### config.mk
export PLATFORM = sky130hd
export DESIGN_NAME = arith_seq_divider
export DESIGN_NICKNAME = d
export VERILOG_FILES = /design/src/rtl/arith_seq_divider.sv
export SDC_FILE = /design/constraint.sdc
export NUM_CORES = 1
export LEC_CHECK = 0
export BUFFER_PORTS_ARGS = -buffer_cell sky130_fd_sc_hd__clkbuf_2
export CAP_MARGIN = 15
export CORE_ASPECT_RATIO = 1.2
export CORE_UTILIZATION = 40
export CTS_CLUSTER_SIZE = 40
export DETAILED_ROUTE_END_ITERATION = 8
export PLACE_DENSITY_LB_ADDON = 0.25
export SLEW_MARGIN = 20
export SYNTH_ARGS = -nofsm -noshare
export SYNTH_HDL_FRONTEND = slang
export SYNTH_SLANG_ARGS = --single-unit
export TNS_END_PERCENT = 20
### constraint.sdc
create_clock -name clk -period 3.4 [get_ports clk]
set_input_delay 0.68 -clock clk [delete_from_list [all_inputs] [get_ports clk]]
set_output_delay 0.68 -clock clk [all_outputs]
set_load 0.01 [all_outputs]
### src/rtl/arith_seq_divider.sv
// Multi-cycle unsigned restoring divider: one quotient bit per clock, MSB first.
// start/busy/done handshake; results held until the next completed division.
module arith_seq_divider #(
    parameter int unsigned WIDTH = 8
) (
    input  logic             clk,
    input  logic             rst,
    input  logic             start,
    input  logic [WIDTH-1:0] dividend,
    input  logic [WIDTH-1:0] divisor,
    output logic             busy,
    output logic             done,
    output logic [WIDTH-1:0] quotient,
    output logic [WIDTH-1:0] remainder,
    output logic             div_by_zero
);

    localparam int unsigned CntW = $clog2(WIDTH);

    typedef enum logic [1:0] {
        StIdle,
        StRun,
        StDone
    } state_e;

    state_e           state_q, state_d;
    logic [CntW-1:0]  cnt_q, cnt_d;
    logic [WIDTH-1:0] dvd_q, dvd_d;
    logic [WIDTH-1:0] dvs_q, dvs_d;
    logic [WIDTH-1:0] rem_q, rem_d;
    logic [WIDTH-1:0] quo_q, quo_d;
    logic [WIDTH-1:0] quotient_q, quotient_d;
    logic [WIDTH-1:0] remainder_q, remainder_d;
    logic             dbz_q, dbz_d;

    logic [WIDTH:0]   shifted;
    logic [WIDTH+1:0] diff;
    logic             take;
    logic [WIDTH-1:0] rem_step;
    logic             last;
    logic             unused_diff;

    // The extra top bit of diff is the borrow; the partial remainder stays below
    // the divisor, so a kept difference always fits in WIDTH bits.
    assign shifted     = {rem_q, dvd_q[WIDTH-1]};
    assign diff        = {1'b0, shifted} - {2'b00, dvs_q};
    assign take        = ~diff[WIDTH+1];
    assign rem_step    = take ? diff[WIDTH-1:0] : shifted[WIDTH-1:0];
    assign last        = (cnt_q == CntW'(WIDTH - 1));
    assign unused_diff = diff[WIDTH];

    always_comb begin
        state_d     = state_q;
        cnt_d       = cnt_q;
        dvd_d       = dvd_q;
        dvs_d       = dvs_q;
        rem_d       = rem_q;
        quo_d       = quo_q;
        quotient_d  = quotient_q;
        remainder_d = remainder_q;
        dbz_d       = dbz_q;

        unique case (state_q)
            StIdle: begin
                if (start) begin
                    if (divisor != '0) begin
                        dvd_d   = dividend;
                        dvs_d   = divisor;
                        rem_d   = '0;
                        quo_d   = '0;
                        cnt_d   = '0;
                        state_d = StRun;
                    end else begin
                        quotient_d  = '1;
                        remainder_d = dividend;
                        dbz_d       = 1'b1;
                        state_d     = StDone;
                    end
                end
            end
            StRun: begin
                rem_d = rem_step;
                quo_d = {quo_q[WIDTH-2:0], take};
                dvd_d = dvd_q << 1;
                cnt_d = cnt_q + 1'b1;
                if (last) begin
                    quotient_d  = {quo_q[WIDTH-2:0], take};
                    remainder_d = rem_step;
                    dbz_d       = 1'b0;
                    state_d     = StDone;
                end
            end
            StDone: begin
                state_d = StIdle;
            end
            default: begin
                state_d = StIdle;
            end
        endcase
    end

    always_ff @(posedge clk) begin
        if (rst) begin
            state_q     <= StIdle;
            cnt_q       <= '0;
            dvd_q       <= '0;
            dvs_q       <= '0;
            rem_q       <= '0;
            quo_q       <= '0;
            quotient_q  <= '0;
            remainder_q <= '0;
            dbz_q       <= 1'b0;
        end else begin
            state_q     <= state_d;
            cnt_q       <= cnt_d;
            dvd_q       <= dvd_d;
            dvs_q       <= dvs_d;
            rem_q       <= rem_d;
            quo_q       <= quo_d;
            quotient_q  <= quotient_d;
            remainder_q <= remainder_d;
            dbz_q       <= dbz_d;
        end
    end

    assign busy        = (state_q != StIdle);
    assign done        = (state_q == StDone);
    assign quotient    = quotient_q;
    assign remainder   = remainder_q;
    assign div_by_zero = dbz_q;

endmodule

=== After elaboration in Yosys (flattened, before gate mapping) ===
Index checks and enable logic that the tools add are counted.

* Flip-flop bits (word level): 53
* Memory bits (read-only): 0
* Memory bits (writable): 0
* Latch bits: 0
* Output and inout bits: 19
* Memories: 0

* Div/mod/pow operators: 0
* Multipliers: 0
* Eq/ne operators: 7
* $add $sub $neg: 2
* Magnitude comparators: 0
* Reductions and logical operators: 8
* Multiplexer cells: 27
* Bitwise gates (word level): 1
* Shift-type cells: 0

{| class="wikitable"
|+ Operators by type and width
! operator !! number
|-
| 8-bit 2-to-1 mux || 11
|-
| 8-bit case mux with 2 select lines || 4
|-
| 7-bit case mux with 2 select lines || 1
|-
| 9-bit by 8-bit subtractor with 10-bit output || 1
|-
| 2-bit inequality test, second input constant || 4
|-
| 8-bit nonzero test || 1
|-
| 2-bit 2-to-1 mux || 3
|-
| 3-bit 2-to-1 mux || 2
|-
| 3-bit case mux with 2 select lines || 1
|-
| 3-bit AND reduction || 2
|-
| 2-bit case mux with 2 select lines || 1
|-
| 4-bit AND reduction || 1
|-
| 2-bit nonzero test || 2
|-
| 3-bit by 1-bit adder with 3-bit output, second input constant || 1
|-
| 3-bit equality test, second input constant || 1
|-
| 1-bit 2-to-1 mux || 3
|-
| 2-bit by 1-bit equality test with 1-bit output, second input constant || 1
|-
| 2-bit equality test, second input constant || 1
|-
| 2-bit logical NOT || 1
|-
| 1-bit case mux with 2 select lines || 1
|-
| 2-bit AND reduction || 1
|-
| 1-bit inverter || 1
|}

=== Longest topological paths before layout ===
* Depth after elaboration: 4
* Gate-level depth with buffers: 10
* Mapped depth without buffers: 10

=== Least setup slack after synthesis ===
Ideal clock, no wire load.

* Path kind: flip-flop to flip-flop
* Start: register dvs_q[3]
* End: register quo_q[0]
* Arrival: 2.028 ns
* Cell stages (with the launch flop): 11
* Path buffers: 2
* Slack: 1.244 ns
* Path through: dfxtp_1 inv_1 ha_1 and2_1 a221oi_2 a21oi_2 or2_1 buf_2 buf_2 a22oi_1 nor2_1

* Longest elaborated chain between the ends: 3

{| class="wikitable"
|+ Ends and longest elaborated chain
! item !! line !! source
|-
| from (decl) || 29 || <nowiki>logic [WIDTH-1:0] dvs_q, dvs_d;</nowiki>
|-
| from (signal assigned) || 117 || <nowiki>dvs_q <= dvs_d;</nowiki>
|-
| 9-bit by 8-bit subtractor with 10-bit output || 46 || <nowiki>assign diff = {1'b0, shifted} - {2'b00, dvs_q};</nowiki>
|-
| 1-bit inverter || 47 || <nowiki>assign take = ~diff[WIDTH+1];</nowiki>
|-
| 7-bit case mux with 2 select lines || 63 || <nowiki>unique case (state_q)</nowiki>
|-
| to (signal assigned) || 119 || <nowiki>quo_q <= quo_d;</nowiki>
|-
| to (decl) || 31 || <nowiki>logic [WIDTH-1:0] quo_q, quo_d;</nowiki>
|}

No other way between the ends.
A chain may end at the register's enable or synchronous reset.

=== Worst setup path after layout ===
* Start: register dvs_q[6]
* End: register remainder_q[0] (netlist: remainder[0])

* Longest elaborated chain between the ends: 4

{| class="wikitable"
|+ Ends and longest elaborated chain
! item !! line !! source
|-
| 9-bit by 8-bit subtractor with 10-bit output || 46 ||
|-
| 8-bit 2-to-1 mux || 48 || <nowiki>assign rem_step = take ? diff[WIDTH-1:0] : shifted[WIDTH-1:0];</nowiki>
|-
| 8-bit 2-to-1 mux || 86 || <nowiki>if (last) begin</nowiki>
|-
| 8-bit case mux with 2 select lines || 63 ||
|-
| to (signal assigned) || 121 || <nowiki>remainder_q <= remainder_d;</nowiki>
|-
| to (decl) || 33 || <nowiki>logic [WIDTH-1:0] remainder_q, remainder_d;</nowiki>
|}

No other way between the ends. The select of a mux whose other input is x is not followed.

==> flow_summary.ini <==
[layout]
multi_input_area_um2 = 1350
area_growth_pct = 12.6
final_nets = 372
num-fill-cells = 638
num_antenna_cells = 0
regArea_um2 = 1060
layout-drive-gt1-share_pct = 15.8

[grt]
grt_max_degree = 41
first_global_vias = 2078
grt_pass1_wl_mm = 9.75
globalRoute.busiestLayer = met2
grtUsageMet3_pct = 2.68
use_met2_pct = 33.3
grt.total_usage_pct = 19.1
antenna_found_initial = 0
grt_use_met1_pct = 23.7
globalRouteOverflowTotal = 0

[floorplanning]
rows = 31
ios = 38
coreArea_um2 = 6090
initial_utilization_pct = 42.0
die_h_um = 89.6
die_x_um = 75.0
fp.dieArea_um2 = 6720

[cts]
post_cts_buffers = 0
cts_hold_buf = 0
cts_tree = built
clkSinkCount = 53
clkSlewWorstSetupHoldPaths_ns = 0.10
cts_resized = 0
root_buffer = clkbuf_8
clk_latency_ns = 0.31
h-tree-depth = 2
clock_path_buffers = 2
cts_buffers = 5

[sta]
slew_headroom_pct = 46.6
tightest_slew_ns = 0.795
hold_viol = 0
fin_crit_sh_pct = 75.1
period_needed_ns = 2.55
setup_viol = 0
maxSlewViolCount = 0
setup-tns-final_ns = 0
fin_skew_ns = 0.00865
clock.fmax_ghz = 0.392
rsz0062_at_grt = false

[pwr]
pwr-share-seq_pct = 43.7
leakage_nw = 1.15
power_switching_mw = 0.563
pwr-share-comb_pct = 30.5
power.share.switching_pct = 34.8
ir_worst_vdd_v = 0.000224
p_int_mw = 1.05
p_total_mw = 1.62
clkPwrFrac_pct = 25.9
power_density_nw_per_um2 = 561

[worst_hold_path]
hold-path-cell-count = 2
hold_path_class = flop to flop

[worst_setup_path]
arrival_ns = 2.76
rrSetupSlack_ns = 0.85
criticalPathCategory = flop to flop
end_kind = flop
cp.required_ns = 3.61
cp_max_fo = 14
ff2ff_path_depth = 7
crit_path_start_kind = flop

[flow_run]
max_cap_viol_count = 0

[yosys]
ys_async_sr_fraction_pct = 0
synth_cell_types = 50
synth.avg_cell_area_um2 = 8.15
ys_seq_area_share_pct = 41.5
synth-edff-count = 0
synth_nets = 344
netlist_instances = 314
synth_area_um2 = 2560
yosys_warnings = 0
ys_seq_elements = 53
synth-main-ff-cell = dfxtp_1

[placement]
numPortBuffers = 37
place_hpwl_mm = 4.60
finalWeightedCongestion = 0.788

[detailed_routing]
routed-via-count = 2323
viasPerCell = 5.48
drt.antenna.violating_nets = 0
firstDrtPassIters = 4
drt_iter0_drc = 135
routedWlPerCell_um = 14.7
wl_mm = 6.24
drc = 0

[status]
status = finished clean
Yosys cell counts, types with 2 or more instances:
library cell | instances | area (um^2)
xnor2_1 | 4 | 35.0
ha_1 | 10 | 125
or2_1 | 2 | 12.5
a311oi_1 | 8 | 70.1
nand2_1 | 35 | 131
a211oi_1 | 3 | 22.5
nor3_1 | 15 | 75.1
o211ai_1 | 3 | 22.5
clkbuf_1 | 11 | 41.3
a21oi_1 | 18 | 90.1
a41oi_1 | 2 | 17.5
a32oi_1 | 3 | 26.3
dfxtp_1 | 53 | 1060
buf_2 | 5 | 25.0
inv_1 | 14 | 52.6
buf_6 | 2 | 22.5
nand4_1 | 2 | 12.5
a31oi_1 | 3 | 18.8
nand3_1 | 25 | 125
o21ai_0 | 16 | 80.1
o21a_1 | 3 | 22.5
a22oi_1 | 9 | 67.6
nor2b_1 | 2 | 12.5
nor2_1 | 40 | 150
per-layer routing:
metal / wire length [um] / share of wire (%)
met1: 2770 / 44
met2: 3260 / 52
met3: 105 / 1.7
met4: 109 / 1.7
met5: 0 / 0
placed cells by master (no fill, tap or decap), types with 2 or more instances in the layout:
cell	Yosys	layout
or2_1	2	2
a21oi_1	18	18
ha_1	10	10
nand3_1	25	25
xnor2_1	4	4
clkbuf_8	0	5
clkbuf_2	0	37
dfxtp_1	53	53
a22oi_1	9	9
nor2_1	40	40
a41oi_1	2	2
nor3_1	15	15
nand2_1	35	35
a211oi_1	3	3
o21ai_1	1	2
buf_4	0	3
nor2b_1	2	2
o21a_1	3	3
a311oi_1	8	8
inv_1	14	14
nand4_1	2	2
o211ai_1	3	3
a31oi_1	3	3
o21ai_0	16	15
a32oi_1	3	3
cell type report:
class	instances	share of cell area (%)
sequential	53	36.8
clock inverter	2	1.22
timing repair buffer	40	7.21
inverter	14	1.82
multi-input combinational	228	47.0
clock buffer	5	2.39
tap	82	3.56
path summary, 6_finish.rpt:
path,endpoint,start
setup / recovery,remainder[0]$_SDFFE_PP0P_,dvs_q[6]$_SDFFE_PP0P_
hold reg to reg,dvs_q[1]$_SDFFE_PP0P_,dvs_q[1]$_SDFFE_PP0P_
setup reg to reg,remainder[0]$_SDFFE_PP0P_,dvs_q[6]$_SDFFE_PP0P_
hold / removal,dvs_q[1]$_SDFFE_PP0P_,dvs_q[1]$_SDFFE_PP0P_
sequential cells by signal, summed over array words and instances, names as in the netlist:
signal,cells
cnt_q,3
div_by_zero,1
dvd_q,8
dvs_q,8
quo_q,7
quotient,8
rem_q,8
remainder,8
state_q,2
metrics by stage:
| step | utilization (%) | hold WS [ns] | setup slack [ns] | instance area, um^2 | cells |
|---|---|---|---|---|---|
| after global routing | 47.3 | 0.481 | 0.707 | 2880 | 424 |
| final | 47.3 | 0.460 | 0.846 | 2880 | 424 |
| after floorplan | - | 0.432 | 1.24 | 2560 | 314 |
| after CTS | 47.3 | 0.466 | 0.887 | 2880 | 424 |
| after global placement | 45.6 | 0.447 | 0.752 | 2780 | 417 |
| after detailed placement | 45.6 | 0.452 | 0.759 | 2780 | 417 |
worst max-delay path: stages (launching register included):
cell and delay [ns]:
dfxtp_1 0.36, inv_1 0.06, ha_1 0.34, a21oi_1 0.14
o21ai_0 0.61, or2_1 0.53, a211oi_1 0.17, o221a_2 0.26
power groups by stage:
| stage | Sequential (mW) | Clock [mW] | Combinational, mW |
|---|---|---|---|
| floorplan | 0.715 | 0 | 0.375 |
| global placement | 0.720 | 0 | 0.486 |
| detailed placement | 0.721 | 0 | 0.489 |
| CTS | 0.707 | 0.424 | 0.493 |
| global route | 0.713 | 0.451 | 0.540 |
| finish | 0.706 | 0.418 | 0.493 |
kinds of logic (layout without fill, tap and decap cells):
| logic type | count (synthesis) | count (layout) | share of synthesized area [%] |
|---|---|---|---|
| AO/OA/AOI/OAI | 83 | 83 | 22.7 |
| XOR/XNOR | 5 | 5 | 1.71 |
| AND/OR/NAND/NOR | 128 | 128 | 22.4 |
| adder cells (fa/ha/maj) | 11 | 11 | 5.67 |
| flip-flops | 53 | 53 | 41.5 |
| buffers and inverters | 33 | 61 | 5.67 |
| multiplexers | 1 | 1 | 0.391 |
Power figures use the tool's default switching activity.
